### config.mk
export PLATFORM = sky130hd
export DESIGN_NAME = alu_exec_pipe
export DESIGN_NICKNAME = d
export VERILOG_FILES = /design/src/rtl/alu_exec_pipe.sv
export SDC_FILE = /design/constraint.sdc
export NUM_CORES = 2
export LEC_CHECK = 0
export CORE_MARGIN = 1
export CORE_UTILIZATION = 50
export DETAILED_ROUTE_END_ITERATION = 12
export HOLD_SLACK_MARGIN = 0.06
export PLACE_DENSITY = 0.73
export SLEW_MARGIN = 20
export SYNTH_ARGS = -nofsm -noshare
export SYNTH_HDL_FRONTEND = slang
export SYNTH_SLANG_ARGS = --single-unit
export TNS_END_PERCENT = 20
### constraint.sdc
create_clock -name clk -period 18.3 [get_ports clk]
set_clock_uncertainty 0.05 [all_clocks]
set_input_delay 4.575 -clock clk [delete_from_list [all_inputs] [get_ports clk]]
set_output_delay 4.575 -clock clk [all_outputs]
set_load 0.1 [all_outputs]
### src/rtl/alu_exec_pipe.sv
// alu_exec_pipe: register file, operand select, multi-op ALU, registered writeback with forwarding.
// Define ALU_MUL_EN to build the iterative radix-2 multiplier (ALUctrl=1010) and its IDLE/MUL FSM.
module alu_exec_pipe #(
  parameter int ADDRESS_WIDTH = 5,
  parameter int DATA_WIDTH    = 32,
  parameter int A0_INDEX      = 10
) (
  input  logic                     clk,
  input  logic                     rst_n,
  input  logic                     in_valid,
  output logic                     in_ready,
  input  logic                     RegWrite,
  input  logic                     ALUsrc,
  input  logic [3:0]               ALUctrl,
  input  logic [DATA_WIDTH-1:0]    immOp,
  input  logic [ADDRESS_WIDTH-1:0] rs1,
  input  logic [ADDRESS_WIDTH-1:0] rs2,
  input  logic [ADDRESS_WIDTH-1:0] rd,
  output logic                     out_valid,
  output logic [DATA_WIDTH-1:0]    ALUout,
  output logic                     EQ,
  output logic                     busy,
  output logic [DATA_WIDTH-1:0]    a0
);

  localparam int NREG = 1 << ADDRESS_WIDTH;
  localparam int SHW  = $clog2(DATA_WIDTH);
  localparam logic [ADDRESS_WIDTH-1:0] A0_IDX = ADDRESS_WIDTH'(A0_INDEX);

  logic [DATA_WIDTH-1:0]    rf_q [NREG];
  logic                     wb_we_q;
  logic [ADDRESS_WIDTH-1:0] wb_rd_q;
  logic [DATA_WIDTH-1:0]    wb_data_q;
  logic [DATA_WIDTH-1:0]    alu_q;
  logic                     eq_q;
  logic                     out_valid_q;

  logic                     accept;
  logic                     issue_single;
  logic [DATA_WIDTH-1:0]    op1, op2, rs2_val, alu_res;
  logic                     res_load, res_eq, res_we;
  logic [DATA_WIDTH-1:0]    res_data;
  logic [ADDRESS_WIDTH-1:0] res_rd;

  function automatic logic [DATA_WIDTH-1:0] alu_op(input logic [3:0] ctrl,
                                                   input logic [DATA_WIDTH-1:0] a,
                                                   input logic [DATA_WIDTH-1:0] b);
    logic [SHW-1:0] sh;
    sh = b[SHW-1:0];
    case (ctrl)
      4'b0000: alu_op = a + b;
      4'b0001: alu_op = a - b;
      4'b0010: alu_op = a & b;
      4'b0011: alu_op = a | b;
      4'b0100: alu_op = a ^ b;
      4'b0101: alu_op = a << sh;
      4'b0110: alu_op = a >> sh;
      4'b0111: alu_op = $unsigned($signed(a) >>> sh);
      4'b1000: alu_op = {{(DATA_WIDTH-1){1'b0}}, ($signed(a) < $signed(b))};
      4'b1001: alu_op = {{(DATA_WIDTH-1){1'b0}}, (a < b)};
      default: alu_op = '0;
    endcase
  endfunction

  // Operand read: x0 reads zero, a pending WB write overrides the stale register-file value.
  function automatic logic [DATA_WIDTH-1:0] read_fwd(input logic [ADDRESS_WIDTH-1:0] idx);
    if (idx == '0)                            read_fwd = '0;
    else if (wb_we_q && (wb_rd_q == idx))     read_fwd = wb_data_q;
    else                                      read_fwd = rf_q[idx];
  endfunction

  assign op1     = read_fwd(rs1);
  assign rs2_val = read_fwd(rs2);
  assign op2     = ALUsrc ? immOp : rs2_val;
  assign alu_res = alu_op(ALUctrl, op1, op2);
  assign accept  = in_valid && in_ready;

`ifdef ALU_MUL_EN
  typedef enum logic {S_IDLE, S_MUL} state_e;
  localparam logic [SHW-1:0] CNT_LAST = SHW'(DATA_WIDTH - 1);

  state_e                   state_q, state_d;
  logic                     is_mul, mul_step, mul_done;
  logic [DATA_WIDTH-1:0]    mcand_q, mplier_q, acc_q, mul_sum;
  logic [SHW-1:0]           cnt_q;
  logic [ADDRESS_WIDTH-1:0] mul_rd_q;
  logic                     mul_we_q, mul_eq_q;

  assign is_mul       = (ALUctrl == 4'b1010);
  assign issue_single = accept && !is_mul;
  assign mul_sum      = acc_q + (mplier_q[0] ? mcand_q : '0);

  always_ff @(posedge clk or negedge rst_n) begin
    if (!rst_n) state_q <= S_IDLE;
    else        state_q <= state_d;
  end

  always_comb begin
    state_d = state_q;
    case (state_q)
      S_IDLE:  if (accept && is_mul) state_d = S_MUL;
      S_MUL:   if (cnt_q == CNT_LAST) state_d = S_IDLE;
      default: state_d = S_IDLE;
    endcase
  end

  always_comb begin
    in_ready = (state_q == S_IDLE);
    busy     = (state_q == S_MUL);
    mul_step = (state_q == S_MUL);
    mul_done = (state_q == S_MUL) && (cnt_q == CNT_LAST);
  end

  // One multiplier bit per cycle; the last step's sum goes straight to the result stage.
  always_ff @(posedge clk or negedge rst_n) begin
    if (!rst_n) begin
      mcand_q  <= '0;
      mplier_q <= '0;
      acc_q    <= '0;
      cnt_q    <= '0;
      mul_rd_q <= '0;
      mul_we_q <= 1'b0;
      mul_eq_q <= 1'b0;
    end else if (accept && is_mul) begin
      mcand_q  <= op1;
      mplier_q <= op2;
      acc_q    <= '0;
      cnt_q    <= '0;
      mul_rd_q <= rd;
      mul_we_q <= RegWrite;
      mul_eq_q <= (op1 == op2);
    end else if (mul_step) begin
      acc_q    <= mul_sum;
      mcand_q  <= mcand_q << 1;
      mplier_q <= mplier_q >> 1;
      cnt_q    <= cnt_q + 1'b1;
    end
  end
`else
  assign in_ready     = 1'b1;
  assign busy         = 1'b0;
  assign issue_single = accept;
`endif

  always_comb begin
    res_load = issue_single;
    res_data = alu_res;
    res_eq   = (op1 == op2);
    res_rd   = rd;
    res_we   = RegWrite;
`ifdef ALU_MUL_EN
    if (mul_done) begin
      res_load = 1'b1;
      res_data = mul_sum;
      res_eq   = mul_eq_q;
      res_rd   = mul_rd_q;
      res_we   = mul_we_q;
    end
`endif
  end

  always_ff @(posedge clk or negedge rst_n) begin
    if (!rst_n) begin
      alu_q       <= '0;
      eq_q        <= 1'b0;
      out_valid_q <= 1'b0;
      wb_we_q     <= 1'b0;
      wb_rd_q     <= '0;
      wb_data_q   <= '0;
    end else begin
      out_valid_q <= res_load;
      wb_we_q     <= res_load && res_we;
      if (res_load) begin
        alu_q     <= res_data;
        eq_q      <= res_eq;
        wb_rd_q   <= res_rd;
        wb_data_q <= res_data;
      end
    end
  end

  // Register file commits one edge after the WB stage loads.
  always_ff @(posedge clk or negedge rst_n) begin
    if (!rst_n) begin
      for (int i = 0; i < NREG; i++) rf_q[i] <= '0;
    end else if (wb_we_q && (wb_rd_q != '0)) begin
      rf_q[wb_rd_q] <= wb_data_q;
    end
  end

  assign ALUout    = alu_q;
  assign EQ        = eq_q;
  assign out_valid = out_valid_q;
  assign a0        = rf_q[A0_IDX];

endmodule

# Word-level counts from Yosys, hierarchy flattened
# Index checks and enable logic that the tools add are counted.
[totals]
register_bits = 1064
latch_bits = 0
ram_bits = 0
mem_bits_ro = 0
out_inout_bits = 68
n_memories = 0
[op_classes]
add_sub_neg = 2
n_mul = 0
n_div = 0
magnitude_cmp = 6
eq_ne = 12
shift = 3
n_mux = 15
n_bitwise = 6
n_reduce_logical = 9
[ops]
columns = ["cell", "n"]
rows = [
  ["$bwmux 1024", 1],
  ["$bmux 32 s5", 2],
  ["$mux 32", 10],
  ["$pmux 32 s10", 1],
  ["$demux 32 s5", 1],
  ["$lt 32x32->1", 2],
  ["$add 32x32->32", 1],
  ["$and 32x32->32", 1],
  ["$eq 32x32->1", 1],
  ["$or 32x32->32", 1],
  ["$shl 32x5->32", 1],
  ["$shr 32x5->32", 1],
  ["$sshr 32x5->32", 1],
  ["$sub 32x32->32", 1],
  ["$xor 32x32->32", 1],
  ["$ge 6x6->1 const B", 3],
  ["$not 5->6", 3],
  ["$eq 4x3->1 const B", 4],
  ["$eq 5x5->1", 2],
  ["$logic_not 5->1", 2],
  ["$eq 4x2->1 const B", 2],
  ["$eq 4x4->1 const B", 2],
  ["$lt 6x1->1 const B", 1],
  ["$logic_and 1x1->1", 5],
  ["other kinds (3)", 3],
]

# Longest topological paths before layout
[logic_depth]
depth_word = 9
ltp_mapped = 30

# Worst setup path after synthesis
# OpenSTA, ideal clock, no wires.
[synth_timing]
path_type = "in2reg"
startpoint = "input port rs2[0]"
endpoint = "register alu_q[30], in the netlist ALUout[30]"
setup_time_ps = 129
t_arrival_ps = 10502
setup_slack_ps = 7620
cell_stages = 24
path_cell_list = "buf_4 > buf_6 > buf_2 > buf_2 > buf_2 > buf_2 > buf_1 > mux4_2 > a221oi_1 > o21ai_0 > o21ai_0 > o21ai_0 > ha_1 > or3_1 > or3_1 > nor4_1 > nand2_1 > o21ai_0 > o41ai_1 > o31ai_1 > a221oi_1 > xor2_1 > a221oi_1 > o21ai_0"
[synth_via]
elab_chain_cells = 9
[synth_rtl]
columns = ["item", "line", "rtl"]
rows = [
  ["start, declared", "17", "input logic [ADDRESS_WIDTH-1:0] rs2,"],
  ["$not 5->6 (not written as such)", "69", "else read_fwd = rf_q[idx];"],
  ["$bmux 32 s5", "69", ""],
  ["$mux 32 (not written as such) (2 in a row)", "69", ""],
  ["$mux 32", "68", "else if (wb_we_q && (wb_rd_q == idx)) read_fwd = wb_data_q;"],
  ["$mux 32 *", "67", "if (idx == '0) read_fwd = '0;"],
  ["$mux 32 *", "74", "assign op2 = ALUsrc ? immOp : rs2_val;"],
  ["$sub 32x32->32, or another cell as far along", "52", "4'b0001: alu_op = a - b;"],
  ["$pmux 32 s10 *", "50", "case (ctrl)"],
  ["end signal, assigned", "174", "alu_q <= res_data;"],
  ["end, declared", "34", "logic [DATA_WIDTH-1:0] alu_q;"],
]
# Mark *: on every way between the ends. The rest lies on a longest branch, timed or not. The select of a mux whose other input is x is not followed.
# A chain may end at the register's enable or synchronous reset.

# Worst setup path after layout
[layout_timing]
startpoint = "input port rs2[1]"
endpoint = "register alu_q[30], in the netlist ALUout[30]"
# Same word-level chain as after synthesis.

==> results.py <==
metrics = {
    "yosys": {
        "ys_warn_count": 0,
        "syn_avg_cell_area_um2": 11.7,
        "synth_fp_nets": 5727,
        "synth-edff-count": 0,
        "ys_ff_latch": 1064,
        "synthCells": 5568,
        "synth_cell_types": 102,
        "synth_ff_type": "dfrtp_1",
        "synthesis.area_um2": 65200,
        "async_reset_ff_share_pct": 100,
        "ys_seq_area_share_pct": 40.8,
    },
    "setup_path": {
        "slowest_delay_ns": 0.68,
        "r2r_start": "wb_rd_q[4]",
        "critPathLaunchType": "input pin",
        "cp.arrival_ns": 12.42,
        "reg2regPathDepth": 19,
        "cp_slowest_cell": "buf_4",
        "critPathTopFamily": "compound AO/OA/AOI/OAI gates",
        "cp_data_required_time_ns": 18.91,
        "r2r-end": "ALUout[30]",
        "critPathBufInv": 4,
        "cp_common_cell": "o21ai_0",
        "crit_path_start": "rs2[1]",
        "cp.depth": 24,
        "worst-setup-path-type": "input pin to flop",
        "crit_chain": "buf_8 > buf_4 > nor2b_4 > buf_4 > a221oi_1 > nor2_1 > nor2_1 > a221oi_1 > o21ai_0 > o21ai_0 > o21ai_0 > ha_1 > or3_1 > or3_1 > nor4_1 > nand2_1 > o21ai_0 > o41ai_1 > buf_4 > o31ai_1 > a221oi_1 > xor2_1 > a221oi_1 > o21ai_0",
        "regToRegSetupSlack_ns": 11.33,
        "worst-path-max-fanout": 62,
        "critPathCaptureType": "flop",
        "crit_path_end": "ALUout[30]",
    },
    "place": {
        "placed_area_um2": 67300,
        "hpwlAfterDp_mm": 152,
        "io_buffers": 121,
        "pre_cts_ws_ns": 5.83,
        "gp_congestion": 1.02,
    },
    "sta": {
        "rsz0062_at_grt": "false",
        "hold_violations": 0,
        "fin_crit_ns": 11.82,
        "slew_headroom_pct": 19.9,
        "setup_viol": 0,
        "final.setup.worst_slack_ns": 6.48,
        "slew_violations": 0,
        "setup_tns_ns": 0,
        "fmax_mhz": 84.6,
        "finalCritPeriodShare_pct": 64.6,
        "worst_pin_slew_ns": 1.20,
        "hold_ws_ns": 0.348,
    },
    "clocking": {
        "clkTransAtPathRegs_ns": 0.07,
        "clk_latency_ns": 0.78,
        "clk_path_buf_depth": 3,
        "ctsHoldBuffers": 0,
        "cts.repair.resized": 0,
        "cts_made_buffers": 112,
        "cts_sinks": 1064,
        "cts_setup_buffers": 0,
        "cts_tree": "yes",
        "htreeDepth": 3,
        "cts_root_buffer": "clkbuf_16",
    },
    "pwr": {
        "swShare_pct": 31.2,
        "power_density_nw_per_um2": 89.7,
        "p_switching_w": 0.00200,
        "p_clk_share_pct": 38.0,
        "comb_power_share_pct": 20.1,
        "p_int_w": 0.00440,
        "ir_worst_vdd_mv": 0.0901,
        "p_seq_share_pct": 41.9,
        "power.leakage_nw": 31.2,
    },
    "die": {
        "fp-row-count": 132,
        "die_area_um2": 132000,
        "initial_core_util_pct": 50.4,
        "core_area_um2": 129000,
        "pin_count": 124,
        "die_w_um": 363,
        "die_height_um": 363,
    },
    "drt": {
        "viasPerCell": 7.05,
        "dr.pass1.iters": 6,
        "wl_mm": 232,
        "drc_errors": 0,
        "vias": 50800,
        "wl_per_cell_um": 32.2,
        "drtIter0Drc": 7689,
        "drtAntennaViolNets": 0,
    },
    "hold_path": {
        "whs_path_depth": 0,
        "holdCritPathClass": "flop to flop",
    },
    "status": {
        "outcome": "finished, final reports clean",
    },
    "global_route": {
        "grt_max_degree": 161,
        "overflow": 0,
        "antenna_found_initial": 6,
        "grt_pass1_vias": 50500,
        "grt_pass1_wl_mm": 344,
        "grt_usage_pct": 35.3,
    },
    "layout": {
        "final_area_um2": 71300,
        "fin_nets": 5521,
        "syn2layout_area_growth_pct": 9.30,
        "drive_gt1_share_pct": 30.9,
    },
    "run": {
        "drv_cap": 0,
    },
}
[worst reg2reg max path, stage by stage (launching register included)]
cell and delay, ns:
dfrtp_1 0.67, xnor2_1 0.18, nand4_1 0.35, nor2_4 0.46
buf_4 0.54, o21ai_0 0.39, o21ai_0 0.40, ha_1 0.44
or3_1 0.42, or3_1 0.40, nor4_1 0.54, nand2_1 0.09
o21ai_0 0.50, o41ai_1 0.14, buf_4 0.19, o31ai_1 0.37
a221oi_1 0.19, xor2_1 0.17, a221oi_1 0.28, o21ai_0 0.10
[layer usage]
layer  part of all wire, %  GRT usage [%]  wire length, um  vias to the layer above
met3                    12           9.57            27800                      843
met4                   6.3           19.1            14700                        8
met2                    44           51.6           101000                     3562
li1                      -              -                -                    20500
met5                 0.025              0               58                        -
met1                    38           47.8            88100                    25900
[synth_stat cells, types with 10 or more instances]
library cell  number  area share (%)
dfrtp_1         1064              41
mux2_2           724              12
nand2_1          547             3.1
mux4_2           502              17
o21ai_0          477             3.7
clkbuf_1         397             2.3
nor2_1           266             1.5
mux2i_1          164             2.5
a21oi_1          150             1.2
a221oi_1         124             1.7
inv_1            117            0.67
ha_1             101             1.9
buf_2             81            0.62
nor3_1            57            0.44
nand3_1           56            0.43
buf_4             52            0.60
a22oi_1           49            0.56
a211oi_1          42            0.48
o211ai_1          36            0.41
buf_1             35            0.20
o22ai_1           27            0.26
nor2b_1           26            0.25
a31oi_1           24            0.23
o211a_1           24            0.37
a21o_1            23            0.26
xnor2_1           21            0.28
nand2b_1          20            0.19
a22o_1            18            0.24
o221ai_1          17            0.23
o21bai_1          16            0.18
buf_6             15            0.26
o21ai_1           15            0.12
a211o_1           13            0.17
a221o_1           13            0.20
o21a_1            13            0.15
a32oi_1           12            0.16
or2_2             12            0.12
a2111oi_0         11            0.15
a211oi_2          10            0.19
[cell families after synthesis]
group | after synthesis | synth area share, %
compound gates | 1203 | 12.2
flops | 1064 | 40.8
buf+inv | 710 | 4.88
other cells | 2 | 0.0115
mux | 1405 | 32.9
xor+xnor | 24 | 0.322
simple gates | 1057 | 6.89
fa+ha+maj | 103 | 2.00
[how the worst min path moves through the flow]
stage	start	end	slack [ns]
6_report	rf_q[997]	rf_q[997]	0.35
5_1_grt	rf_q[1020]	rf_q[1020]	0.36
4_1_cts	rf_q[1012]	rf_q[1012]	0.35
3_5_place_dp	rf_q[1012]	rf_q[1012]	0.33
3_3_place_gp	rf_q[995]	rf_q[995]	0.33
2_1_floorplan	rf_q[993]	rf_q[993]	0.39
[area by class of cell]
class	count	area, um^2
antenna	3	7.51
inverter	122	458
multi-input combinational	3794	35700
timing repair buffer	268	2430
sequential	1064	26600
clock inverter	56	747
fill	10700	58200
clock buffer	154	3180
tap	1742	2180
[placed cells by master (no fill, tap or decap), types with 16 or more instances in the layout]
| master | instances |
|---|---|
| inv_1 | 115 |
| nor3_1 | 55 |
| a22o_1 | 18 |
| o21ai_0 | 477 |
| nand2b_1 | 20 |
| mux2_2 | 724 |
| a21oi_1 | 149 |
| nor2_1 | 247 |
| nor2b_1 | 23 |
| xnor2_1 | 21 |
| clkbuf_8 | 22 |
| a22oi_1 | 49 |
| clkbuf_16 | 112 |
| o21bai_1 | 16 |
| o221ai_1 | 17 |
| ha_1 | 101 |
| mux2i_1 | 164 |
| nor2_4 | 19 |
| nand3_1 | 55 |
| o211ai_1 | 36 |
| nand2_1 | 531 |
| a221oi_1 | 124 |
| a211oi_1 | 42 |
| buf_4 | 142 |
| o22ai_1 | 27 |
| a31oi_1 | 24 |
| clkdlybuf4s50_1 | 111 |
| clkbuf_1 | 20 |
| clkinv_2 | 22 |
| a21o_1 | 23 |
| nand2_2 | 16 |
| o211a_1 | 24 |
| mux4_2 | 502 |
| dfrtp_1 | 1064 |
[stage by stage]
step / util, % / total power (W) / instances
final: 55.1 / 0.00640 / 7203
after detailed placement: 52.0 / 0.00396 / 6988
after floorplan: - / 0.00353 / 5568
after CTS: 55.0 / 0.00637 / 7198
after global routing: 55.1 / 0.00659 / 7200
after global placement: 52.0 / 0.00393 / 6988
[registers in the layout (all words and copies together) (netlist names)]
| register | flops |
|---|---|
| a0 | 32 |
| EQ | 1 |
| out_valid | 1 |
| wb_rd_q | 5 |
| ALUout | 32 |
| rf_q | 992 |
| wb_we_q | 1 |
[power groups by stage]
stage	combinational, W	clock (W)	sequential, W
finish	0.00129	0.00243	0.00268
global placement	0.00123	0	0.00270
global route	0.00136	0.00254	0.00270
detailed placement	0.00125	0	0.00271
floorplan	0.000822	0	0.00271
CTS	0.00126	0.00245	0.00267
Power figures use the tool's default switching activity.
